<file path="config.mk">
export PLATFORM = sky130hd
export DESIGN_NAME = uart_tx
export DESIGN_NICKNAME = d
export VERILOG_FILES = /design/src/rtl/uart_tx.sv
export SDC_FILE = /design/constraint.sdc
export NUM_CORES = 1
export LEC_CHECK = 0
export BUFFER_PORTS_ARGS = -buffer_cell sky130_fd_sc_hd__clkbuf_2
export CAP_MARGIN = 20
export CORE_MARGIN = 2
export CORE_UTILIZATION = 45
export CTS_BUF_LIST = sky130_fd_sc_hd__clkbuf_8
export DETAILED_ROUTE_END_ITERATION = 8
export PLACE_DENSITY = 0.69
export SETUP_SLACK_MARGIN = 0.5
export SYNTH_ARGS = -nofsm -noshare
export SYNTH_HDL_FRONTEND = slang
export SYNTH_SLANG_ARGS = --single-unit
</file>
<file path="constraint.sdc">
create_clock -name clk -period 1.6 [get_ports clk]
set_clock_uncertainty 0.2 [all_clocks]
set_input_delay 0.24 -clock clk [delete_from_list [all_inputs] [get_ports clk]]
set_output_delay 0.24 -clock clk [all_outputs]
set_load 0.02 [all_outputs]
</file>
<file path="src/rtl/uart_tx.sv">
// UART serial transmitter: accepts a parallel word over valid/ready and shifts
// start, data (LSB first), optional parity and stop bits onto txd, paced by bps_clk.
module uart_tx #(
    parameter int unsigned DATA_BITS = 8,
    parameter int unsigned PARITY    = 0,
    parameter int unsigned STOP_BITS = 1
) (
    input  logic                 clk,
    input  logic                 rst,
    input  logic                 bps_clk,
    input  logic [DATA_BITS-1:0] tx_data,
    input  logic                 tx_valid,
    output logic                 tx_ready,
    output logic                 uart_en,
    output logic                 txd,
    output logic                 tx_busy,
    output logic                 tx_done
);

    localparam int unsigned    CNT_W     = $clog2(DATA_BITS);
    localparam logic [CNT_W-1:0] LAST_BIT = CNT_W'(DATA_BITS - 1);
    localparam logic           LAST_STOP = 1'(STOP_BITS - 1);
    localparam bit             HAS_PAR   = (PARITY != 0);
    localparam logic           ODD_PAR   = (PARITY == 1);

    typedef enum logic [2:0] {
        IDLE,
        SYNC,
        START,
        DATA,
        PAR,
        STOP
    } state_t;

    state_t               state, state_d;
    logic [DATA_BITS-1:0] shreg, shreg_d;
    logic [CNT_W-1:0]     bit_cnt, bit_cnt_d;
    logic                 stop_cnt, stop_cnt_d;
    logic                 par_bit, par_bit_d;
    logic                 txd_d, uart_en_d, tx_busy_d, tx_done_d;
    logic                 accept;

    assign tx_ready = (state == IDLE);
    assign accept   = tx_valid && tx_ready;

    // State, datapath and registered outputs
    always_ff @(posedge clk) begin
        if (rst) begin
            state    <= IDLE;
            shreg    <= '0;
            bit_cnt  <= '0;
            stop_cnt <= 1'b0;
            par_bit  <= 1'b0;
            txd      <= 1'b1;
            uart_en  <= 1'b0;
            tx_busy  <= 1'b0;
            tx_done  <= 1'b0;
        end else begin
            state    <= state_d;
            shreg    <= shreg_d;
            bit_cnt  <= bit_cnt_d;
            stop_cnt <= stop_cnt_d;
            par_bit  <= par_bit_d;
            txd      <= txd_d;
            uart_en  <= uart_en_d;
            tx_busy  <= tx_busy_d;
            tx_done  <= tx_done_d;
        end
    end

    // Next state, next line value and frame bookkeeping
    always_comb begin
        state_d    = state;
        shreg_d    = shreg;
        bit_cnt_d  = bit_cnt;
        stop_cnt_d = stop_cnt;
        par_bit_d  = par_bit;
        txd_d      = txd;
        tx_done_d  = 1'b0;

        case (state)
            IDLE: begin
                txd_d = 1'b1;
                if (accept) begin
                    shreg_d   = tx_data;
                    par_bit_d = (^tx_data) ^ ODD_PAR;
                    state_d   = SYNC;
                end
            end
            // First generator tick is a partial period; it only opens the start bit.
            SYNC: begin
                if (bps_clk) begin
                    state_d = START;
                    txd_d   = 1'b0;
                end
            end
            START: begin
                if (bps_clk) begin
                    state_d   = DATA;
                    bit_cnt_d = '0;
                    txd_d     = shreg[0];
                end
            end
            DATA: begin
                if (bps_clk) begin
                    if (bit_cnt == LAST_BIT) begin
                        stop_cnt_d = 1'b0;
                        if (HAS_PAR) begin
                            state_d = PAR;
                            txd_d   = par_bit;
                        end else begin
                            state_d = STOP;
                            txd_d   = 1'b1;
                        end
                    end else begin
                        shreg_d   = shreg >> 1;
                        bit_cnt_d = bit_cnt + CNT_W'(1);
                        txd_d     = shreg[1];
                    end
                end
            end
            PAR: begin
                if (bps_clk) begin
                    state_d    = STOP;
                    stop_cnt_d = 1'b0;
                    txd_d      = 1'b1;
                end
            end
            STOP: begin
                if (bps_clk) begin
                    if (stop_cnt == LAST_STOP) begin
                        state_d   = IDLE;
                        tx_done_d = 1'b1;
                        txd_d     = 1'b1;
                    end else begin
                        stop_cnt_d = stop_cnt + 1'b1;
                    end
                end
            end
            default: begin
                state_d = IDLE;
                txd_d   = 1'b1;
            end
        endcase

        uart_en_d = (state_d != IDLE);
        tx_busy_d = (state_d != IDLE);
    end

endmodule

</file>
== Word level (Yosys, flattened, before mapping) ==
Cells that the tools add are included.

* Output and inout bits: 5
* Input port bits: 12
* Bits in read-only memories: 0
* Bits in writable memories: 0
* Memories: 0
* Bits in latches: 0
* Word-level logic and storage cells: 68
* Flip-flop bits (word level): 18

* Bitwise operators: 2
* Multiplexer cells: 31
* $mul: 0
* Order comparisons: 0
* Reduce and logical (&&, ||, !) cells: 11
* $add $sub $neg: 2
* Divide/modulo/power cells: 0
* Shift-type cells: 0
* Eq/ne operators: 15

{| class="wikitable"
|+ Operator list
! operator !! number
|-
| $mux W3 || 11
|-
| $mux W8 || 3
|-
| $pmux W3 S6 || 1
|-
| $ne A2 B2 Y1 const B || 8
|-
| $pmux W8 S2 || 1
|-
| $mux W1 || 12
|-
| $eq A3 B3 Y1 const B || 3
|-
| $reduce_and A4 Y1 || 2
|-
| $eq A3 B2 Y1 const B || 2
|-
| $pmux W3 S2 || 1
|-
| $reduce_and A6 Y1 || 1
|-
| $reduce_bool A3 Y1 || 2
|-
| $pmux W1 S5 || 1
|-
| $reduce_and A5 Y1 || 1
|-
| $reduce_bool A2 Y1 || 2
|-
| $add A3 B1 Y3 const B || 1
|-
| $eq A3 B1 Y1 const B || 1
|-
| $logic_not A3 Y1 || 1
|-
| $pmux W1 S3 || 1
|-
| $reduce_or A3 Y1 || 1
|-
| $ne A2 B1 Y1 const B || 1
|-
| $not A1 Y1 || 2
|-
| $add A1 B1 Y1 const B || 1
|-
| $logic_and A1 B1 Y1 || 1
|}

== Longest topological paths before layout ==
Gate-level depths: netlist (run 1).

* Depth after elaboration: 5
* Mapped depth: 7
* Gate-level depth less buffers: 5

== Worst setup path before layout (run 1) ==
Ideal clock, no wire load.

* Kind: reg-to-reg
* Start point: register bit_cnt[0]
* End point: register shreg[7]
* Required time: 1.328 ns
* Arrival time: 1.500 ns
* Path slack: -0.171 ns
* Setup time: 0.072 ns
* Clock period less this slack: 1.771 ns
* Buffers on the path: 2
* Cell stages (with the launch flop): 8
* Path through: dfxtp_1 -> ha_1 -> ha_1 -> and4b_1 -> buf_2 -> o21a_1 -> buf_6 -> mux2i_1

* Longest elaborated chain between the ends: 3

{| class="wikitable"
|+ Ends and longest elaborated chain
! item !! line !! RTL
|-
| start, declared || 37 || <nowiki>logic [CNT_W-1:0] bit_cnt, bit_cnt_d;</nowiki>
|-
| start signal, assigned || 61 || <nowiki>bit_cnt <= bit_cnt_d;</nowiki>
|-
| $eq A3 B3 Y1 || 106 || <nowiki>if (bit_cnt == LAST_BIT) begin</nowiki>
|-
| $ne A2 B2 Y1 (no line) || - ||
|-
| $reduce_and A4 Y1 (no line) || - ||
|-
| end signal, assigned || 60 || <nowiki>shreg <= shreg_d;</nowiki>
|-
| end, declared || 36 || <nowiki>logic [DATA_BITS-1:0] shreg, shreg_d;</nowiki>
|}

Every way passes these cells.
A chain may end at the register's enable or synchronous reset.

== Worst setup path after layout (run 1) ==
* Start point: register bit_cnt[1]
* End point: register shreg[6]

The elaborated chain is that of the path after synthesis.

==> run_results.csv, run 1 <==
group,metric,value,unit
route,final_antenna_net_count,0,
cts,clk_pin_slew,0.07,ns
die,chipWidth,50.66,um
cells_and_area,multi_input_area,679.4,um2
timing,drv_slew,0,
placed_design,post-place-cells,137,
cts,ctsHoldBuffers,0,
route,drcViolationCount,0,
hold_path,min_from,"tx_data[7]",
route,dr.first_iter.drc_count,6,
cts,cts_tree,"built",
setup_path,crit_type,"reg2reg",
setup_path,reg2regPathDepth,6,
die,coreArea,2002,um2
placed_design,post-place-ws,-0.1324,ns
cts,cts_buffer_depth,2,
global_route,track_usage,19.73,%
placed_design,hpwlAfterDp,1.452,mm
synthesis,synthesis.nets,109,
route,post_drt_wl_per_cell,15.81,um
synthesis,synth_edf_count,0,
synthesis,synth-async-reset-ratio,0,%
cells_and_area,nFillCells,143,
global_route,first_global_vias,868,
synthesis,synth.area.top_cells,"dfxtp_1 35%, a211oi_2 8.9%, mux2i_1 8.2%",
global_route,grt_pass1_wl,3.781,mm
timing,setup-tns-final,-1.123,ns
synthesis,synth_top_area_cell,"dfxtp_1",
timing,slew_headroom,64.68,%
setup_path,reg2reg_from,"bit_cnt[1]$_SDFFE_PP0P_",
timing,hold_viol,0,
setup_path,setup.worst_path.start,"bit_cnt[1]$_SDFFE_PP0P_",
synthesis,yosysTopAreaCellShare,34.74,%
timing,worst_slew_pin_slew,0.5276,ns
synthesis,synthFlopType,"dfxtp_1",
timing,fin_ws,-0.1604,ns
status,status,"finished, violations left",
setup_path,critical_path.max_stage_delay,0.35,ns
cells_and_area,drive_gt1_share,59.84,%
power,total_power,1062,uW
setup_path,cp-end-kind,"flip-flop",
placed_design,gp_congestion,0.7560,
cells_and_area,n_antenna_cell,0,
setup_path,cp_cell_sequence,"ha_4 -> ha_4 -> and4b_2 -> o21a_1 -> buf_12 -> a211oi_2",
cells_and_area,nNetsFinal,137,
timing,rsz0062_at_grt,"true",
power,p_leak,0.0005927,uW
setup_path,slowest_stage,"dfxtp_2",
cts,cts_sinks,17,
cts,htreeDepth,1,
die,dieArea,2566,um2
power,powerDensity,742.2,nW/um2
setup_path,critPathArrivalTime,1.73,ns
global_route,grt_overflow,0,
global_route,antenna_found_initial,0,
die,die_y,50.66,um
synthesis,syn_area,979.7,um2
global_route,grt_start_max_net_pins,13,
synthesis,syn-mean-instance-area,10.31,um2
route,totalWireLength,2.356,mm
placed_design,io_buffers,16,
cts,worst_skew_pair.late_latency,0.26,ns
setup_path,cp_max_fo,8,
die,start_util,48.94,%
timing,fmax,568.1,MHz
synthesis,synth-seq-cells,17,
cts,cts-root-buf,"clkbuf_8",
status,violations,"negative setup slack",
setup_path,cp_common_cell,"ha_4",
cells_and_area,syn2layout_area_growth,46.10,%
run,maxCapViolCount,0,
setup_path,start_kind,"flip-flop",
route,vias,846,
die,design.portCount,17,
cts,cts_made_buffers,3,
hold_path,whs_path_depth,3,
hold_path,hold_path_class,"in2reg",
cells_and_area,layoutNonFillerInstCount,149,
timing,setup_violations,11,
synthesis,post_synth_inst_count,95,
synthesis,yosysWarnings,0,
die,rows,16,
synthesis,ys_seq_area_share,34.74,%
cells_and_area,regArea,357.8,um2
route,via_per_inst,5.678,
timing,finalCriticalPeriod,1.760,ns
timing,period_share,110.0,%
setup_path,required,1.57,ns
power,ir_drop,0.6912,mV
synthesis,ys_types,38,
route,dr.pass1.iters,4,
[through the flow]
stage	hold WS, ns	utilization (%)	cell area, um2
2_1_floorplan	0.1971	-	1071
3_3_place_gp	0.2577	58.00	1161
3_5_place_dp	0.2897	58.00	1161
4_1_cts	0.05121	68.44	1370
5_1_grt	0.08239	71.50	1431
6_report	0.06330	71.50	1431
[registers in the layout, summed over array words and instances (netlist names)]
name	cells
txd	1
tx_done	1
shreg	8
bit_cnt	3
state	3
tx_busy	1
[synth_stat cells (2+ instances only)]
master and n:
a211oi_1 7, a2111oi_0 2, mux2i_1 8, nand3b_1 2, nand2b_1 2, buf_2 2
buf_6 4, o21a_1 2, nor2_1 3, a21oi_1 4, nor4_1 2, clkbuf_1 2
nor3_1 2, buf_4 3, o21ai_0 3, ha_1 2, or4b_1 2, dfxtp_1 17
a211oi_2 7
[worst max-delay path: cells and delay by family, from the launching register on]
family	cells	cell delay, ns
AOI/OAI and AO/OA	2	0.45
and+or+nand+nor	1	0.25
buffers and inverters	1	0.15
DFF	1	0.35
adders and majority gates	2	0.28
[cell usage in the layout, fill, tap and decap left out, drive strengths merged, types with 3 or more instances in the layout]
cell,count
nand3b,4
a21oi,4
clkbuf,15
buf,23
a211oi,14
nor2,3
mux2i,8
dfxtp,17
o21ai,3
[what timing repair did]
action	CTS	global route
buffers inserted	7	1
pin swaps	9	4
resized for setup	30	14
endpoints found under the setup margin	22	22
[cell type report]
class,instances,area share (%)
Inverter,1,0.2622
Multi-Input combinational cell,65,47.47
Clock buffer,3,2.885
Sequential cell,17,25.00
Timing Repair Buffer,35,21.77
Clock inverter,1,0.2622
Tap cell,27,2.360
[metal layers]
metal  global-route usage (%)  wire length, um
met4                    7.207               27
met3                    5.952               81
met2                    34.87             1199
met1                    22.14             1048
met5                        0                0
[kinds of logic after synthesis]
logic type                 after synthesis  synth area share (%)
AOI/OAI and AO/OA                       31                 26.31
and+or+nand+nor                         24                 18.77
DFF                                     17                 34.74
buffers and inverters                   13                 9.450
muxes                                    8                 8.174
adders and majority gates                2                 2.554
[where the power goes]
| part | switching, uW | internal, uW |
|---|---|---|
| logic | 123 | 141 |
| registers | 27.3 | 451 |
| clock network | 149 | 171 |
| total | 299 | 763 |
[worst paths after layout]
kind                                         endpoint  slack (ns)
worst max-delay path            shreg[6]$_SDFFE_PP0P_       -0.16
worst min-delay path            shreg[7]$_SDFFE_PP0P_        0.06
worst max register to register  shreg[6]$_SDFFE_PP0P_       -0.16
worst min register to register  shreg[7]$_SDFFE_PP0P_        0.29
Note: power is estimated with default switching activity, not from simulation.
==> run 2, diff against run 1 <==
- ABC_AREA: default -> 1
- PLACE_DENSITY: 0.69 -> 0.68
==> run 2 against run 1 <==
  * The flow now finishes without violations
  * Critical path depth unchanged
  * Worst setup slack better by 0.18 ns
  * Synthesized cell count rose by 67%
  * Combinational power grew 82%
  * Sequential share of layout area shrank 1.9 points
  * Register-to-register slack improved by 0.19 ns
  * Via count is 30% higher
  * Largest cell class unchanged
  * Highest routed layer unchanged
==> run_results.csv, run 2 <==
group,metric,value,unit
cts,clk_pin_slew,0.07,ns
setup_path,cp-end-kind,"output port",
synthesis,yosysTopAreaCellShare,32.00,%
die,start_util,47.62,%
timing,whs,0.08805,ns
synthesis,synth_edf_count,0,
setup_path,critPathArrivalTime,1.14,ns
route,vias,1100,
global_route,grt_overflow,0,
power,pwr-share-seq,39.0,%
power,combPwrFrac,36.1,%
cells_and_area,top_register,"shreg",
synthesis,synth.area.top_cells,"dfxtp_1 32%, nand2_1 20%, nor2_1 7.4%",
power,clkPwrFrac,24.9,%
timing,worst_slew_pin_slew,0.4932,ns
synthesis,synth_common_cells,"57 x nand2_1, 21 x nor2_1, 18 x inv_1, 17 x dfxtp_1",
cells_and_area,layout_common_cells,"51 x nand2_1, 15 x nor2_1, 14 x inv_1",
timing,finalCriticalPeriod,1.578,ns
hold_path,hold_path_class,"in2reg",
setup_path,cp_max_fo,5,
timing,fmax,633.9,MHz
placed_design,hpwlAfterDp,1.600,mm
cells_and_area,n_antenna_cell,0,
global_route,antenna_found_initial,0,
route,via_per_inst,5.000,
timing,slew_headroom,67.09,%
setup_path,setup.worst_path.start,"state[0]$_SDFF_PP0_",
die,coreArea,2233,um2
route,post_drt_wl_per_cell,12.09,um
power,ir_drop,0.7731,mV
global_route,grt_start_max_net_pins,16,
setup_path,reg2reg_from,"bit_cnt[0]$_SDFFE_PP0P_",
cells_and_area,final_core_util,68.91,%
synthesis,post_synth_inst_count,159,
hold_path,min_to,"shreg[7]$_SDFFE_PP0P_",
cts,cts_sinks,17,
timing,period_share,98.60,%
power,p_sw,451.9,uW
placed_design,gp_congestion,0.8871,
global_route,grt_pass1_wl,4.167,mm
power,powerDensity,864.9,nW/um2
cts,cts-root-buf,"clkbuf_8",
cts,htreeDepth,1,
synthesis,ys_types,20,
route,totalWireLength,2.659,mm
synthesis,synth-seq-cells,17,
timing,hold_viol,0,
placed_design,io_buffers,16,
die,chipWidth,52.62,um
power,p_leak,0.0007620,uW
synthesis,synth-async-reset-ratio,0,%
hold_path,whs_path_depth,5,
cts,worst_skew_pair.late_latency,0.26,ns
die,rows,17,
cells_and_area,reg.largest.list,"shreg (8), bit_cnt (3), state (3)",
route,final_antenna_net_count,0,
cells_and_area,largest_reg_flops,8,
synthesis,ys_seq_area_share,32.00,%
cells_and_area,nNetsFinal,207,
power,total_power,1331,uW
die,die_y,52.62,um
power,p_int,879.1,uW
timing,setup_violations,0,
die,design.portCount,17,
synthesis,synthesis.nets,173,
run,maxCapViolCount,0,
setup_path,reg2regPathDepth,8,
status,status,"finished clean",
synthesis,syn_area,1064,um2
synthesis,synth_top_area_cell,"dfxtp_1",
die,dieArea,2768,um2
power,p_sw_share,33.95,%
route,dr.first_iter.drc_count,45,
timing,drv_slew,0,
synthesis,synthFlopType,"dfxtp_1",
timing,rsz0062_at_grt,"true",
setup_path,ff2ff_setup_slack,0.03,ns
route,dr.pass1.iters,6,
cts,cts_tree,"built",
timing,setup-tns-final,0,ns
cells_and_area,syn2layout_area_growth,44.71,%
cts,cts_made_buffers,3,
setup_path,worst_r2r_endpoint,"shreg[0]$_SDFFE_PP0P_",
setup_path,required,1.16,ns
synthesis,yosysWarnings,0,
global_route,track_usage,20.70,%
setup_path,start_kind,"flip-flop",
cells_and_area,drive_gt1_share,45.83,%
hold_path,min_from,"tx_data[7]",
setup_path,crit_type,"reg2out",
route,drcViolationCount,0,
cells_and_area,layout_commonest_cell,"nand2_1",
synthesis,syn-mean-instance-area,6.689,um2
synthesis,synth_most_common_cell,"nand2_1",
cts,cts_buffer_depth,2,
global_route,first_global_vias,1021,
[run 2: worst max-delay path by stage]
stage                                 end  slack [ns]  depth (start not counted)
floorplan           shreg[1]$_SDFFE_PP0P_        0.06                          9
global placement    shreg[5]$_SDFFE_PP0P_        0.03                          8
detailed placement  shreg[5]$_SDFFE_PP0P_      -0.001                          8
CTS                              tx_ready       0.008                          6
global route        shreg[7]$_SDFFE_PP0P_       -0.03                          8
finish                           tx_ready        0.02                          6
[run 2: logic make-up (layout without fill, tap and decap cells)]
kind of cell | count (synthesis) | count (layout) | share of synthesized area (%)
buffers and inverters | 26 | 58 | 13.88
adders and majority gates | 2 | 2 | 2.353
AOI/OAI and AO/OA | 5 | 5 | 2.589
DFF | 17 | 17 | 32.00
and+or+nand+nor | 109 | 110 | 49.18
[run 2: per-stage QoR]
step	area (um2)	setup slack, ns	cells
finish	1539	0.02244	220
detailed placement	1234	-0.001076	204
CTS	1464	0.007843	219
global route	1539	-0.02975	220
floorplan	1119	0.06460	159
global placement	1234	0.03332	204
[run 2: final cells by class]
type	instances	area (um2)
Fill cell	168	694.4
Timing Repair Buffer	35	306.5
Multi-Input combinational cell	117	709.4
Sequential cell	17	355.3
Clock inverter	1	5.005
Clock buffer	3	41.29
Tap cell	28	35.03
Inverter	19	86.33
[run 2: timing repair]
item	CTS	global route
setup buffers	9	1
gates resized for setup	26	22
pin swaps	21	9
gates cloned	1	0
hold endpoints to repair	2	0
setup endpoints to repair	22	22
hold buffers	1	0
[run 2: power by group through the flow]
stage | clock [uW] | combinational, uW | sequential (uW)
after floorplan | 0 | 272 | 516
after detailed placement | 0 | 329 | 520
after CTS | 332 | 427 | 512
final | 332 | 481 | 518
after global placement | 0 | 323 | 518
after global routing | 353 | 524 | 523
[run 2: per-layer routing]
metal / vias to the layer above / GRT usage, % / share of wire (%) / routed length (um)
met1: 503 / 23.28 / 42 / 1107
met2: 37 / 36.88 / 51 / 1368
met3: 9 / 6.286 / 5.0 / 132
li1: 551 / - / - / -
met5: - / 0 / 0 / 0
met4: 0 / 6.410 / 1.9 / 51
[run 2: critical path, stage by stage (launching register included)]
cell	delay [ns]
dfxtp_2	0.33
buf_12	0.13
nor2_8	0.10
nand2_4	0.07
buf_6	0.12
inv_4	0.04
buf_8	0.10
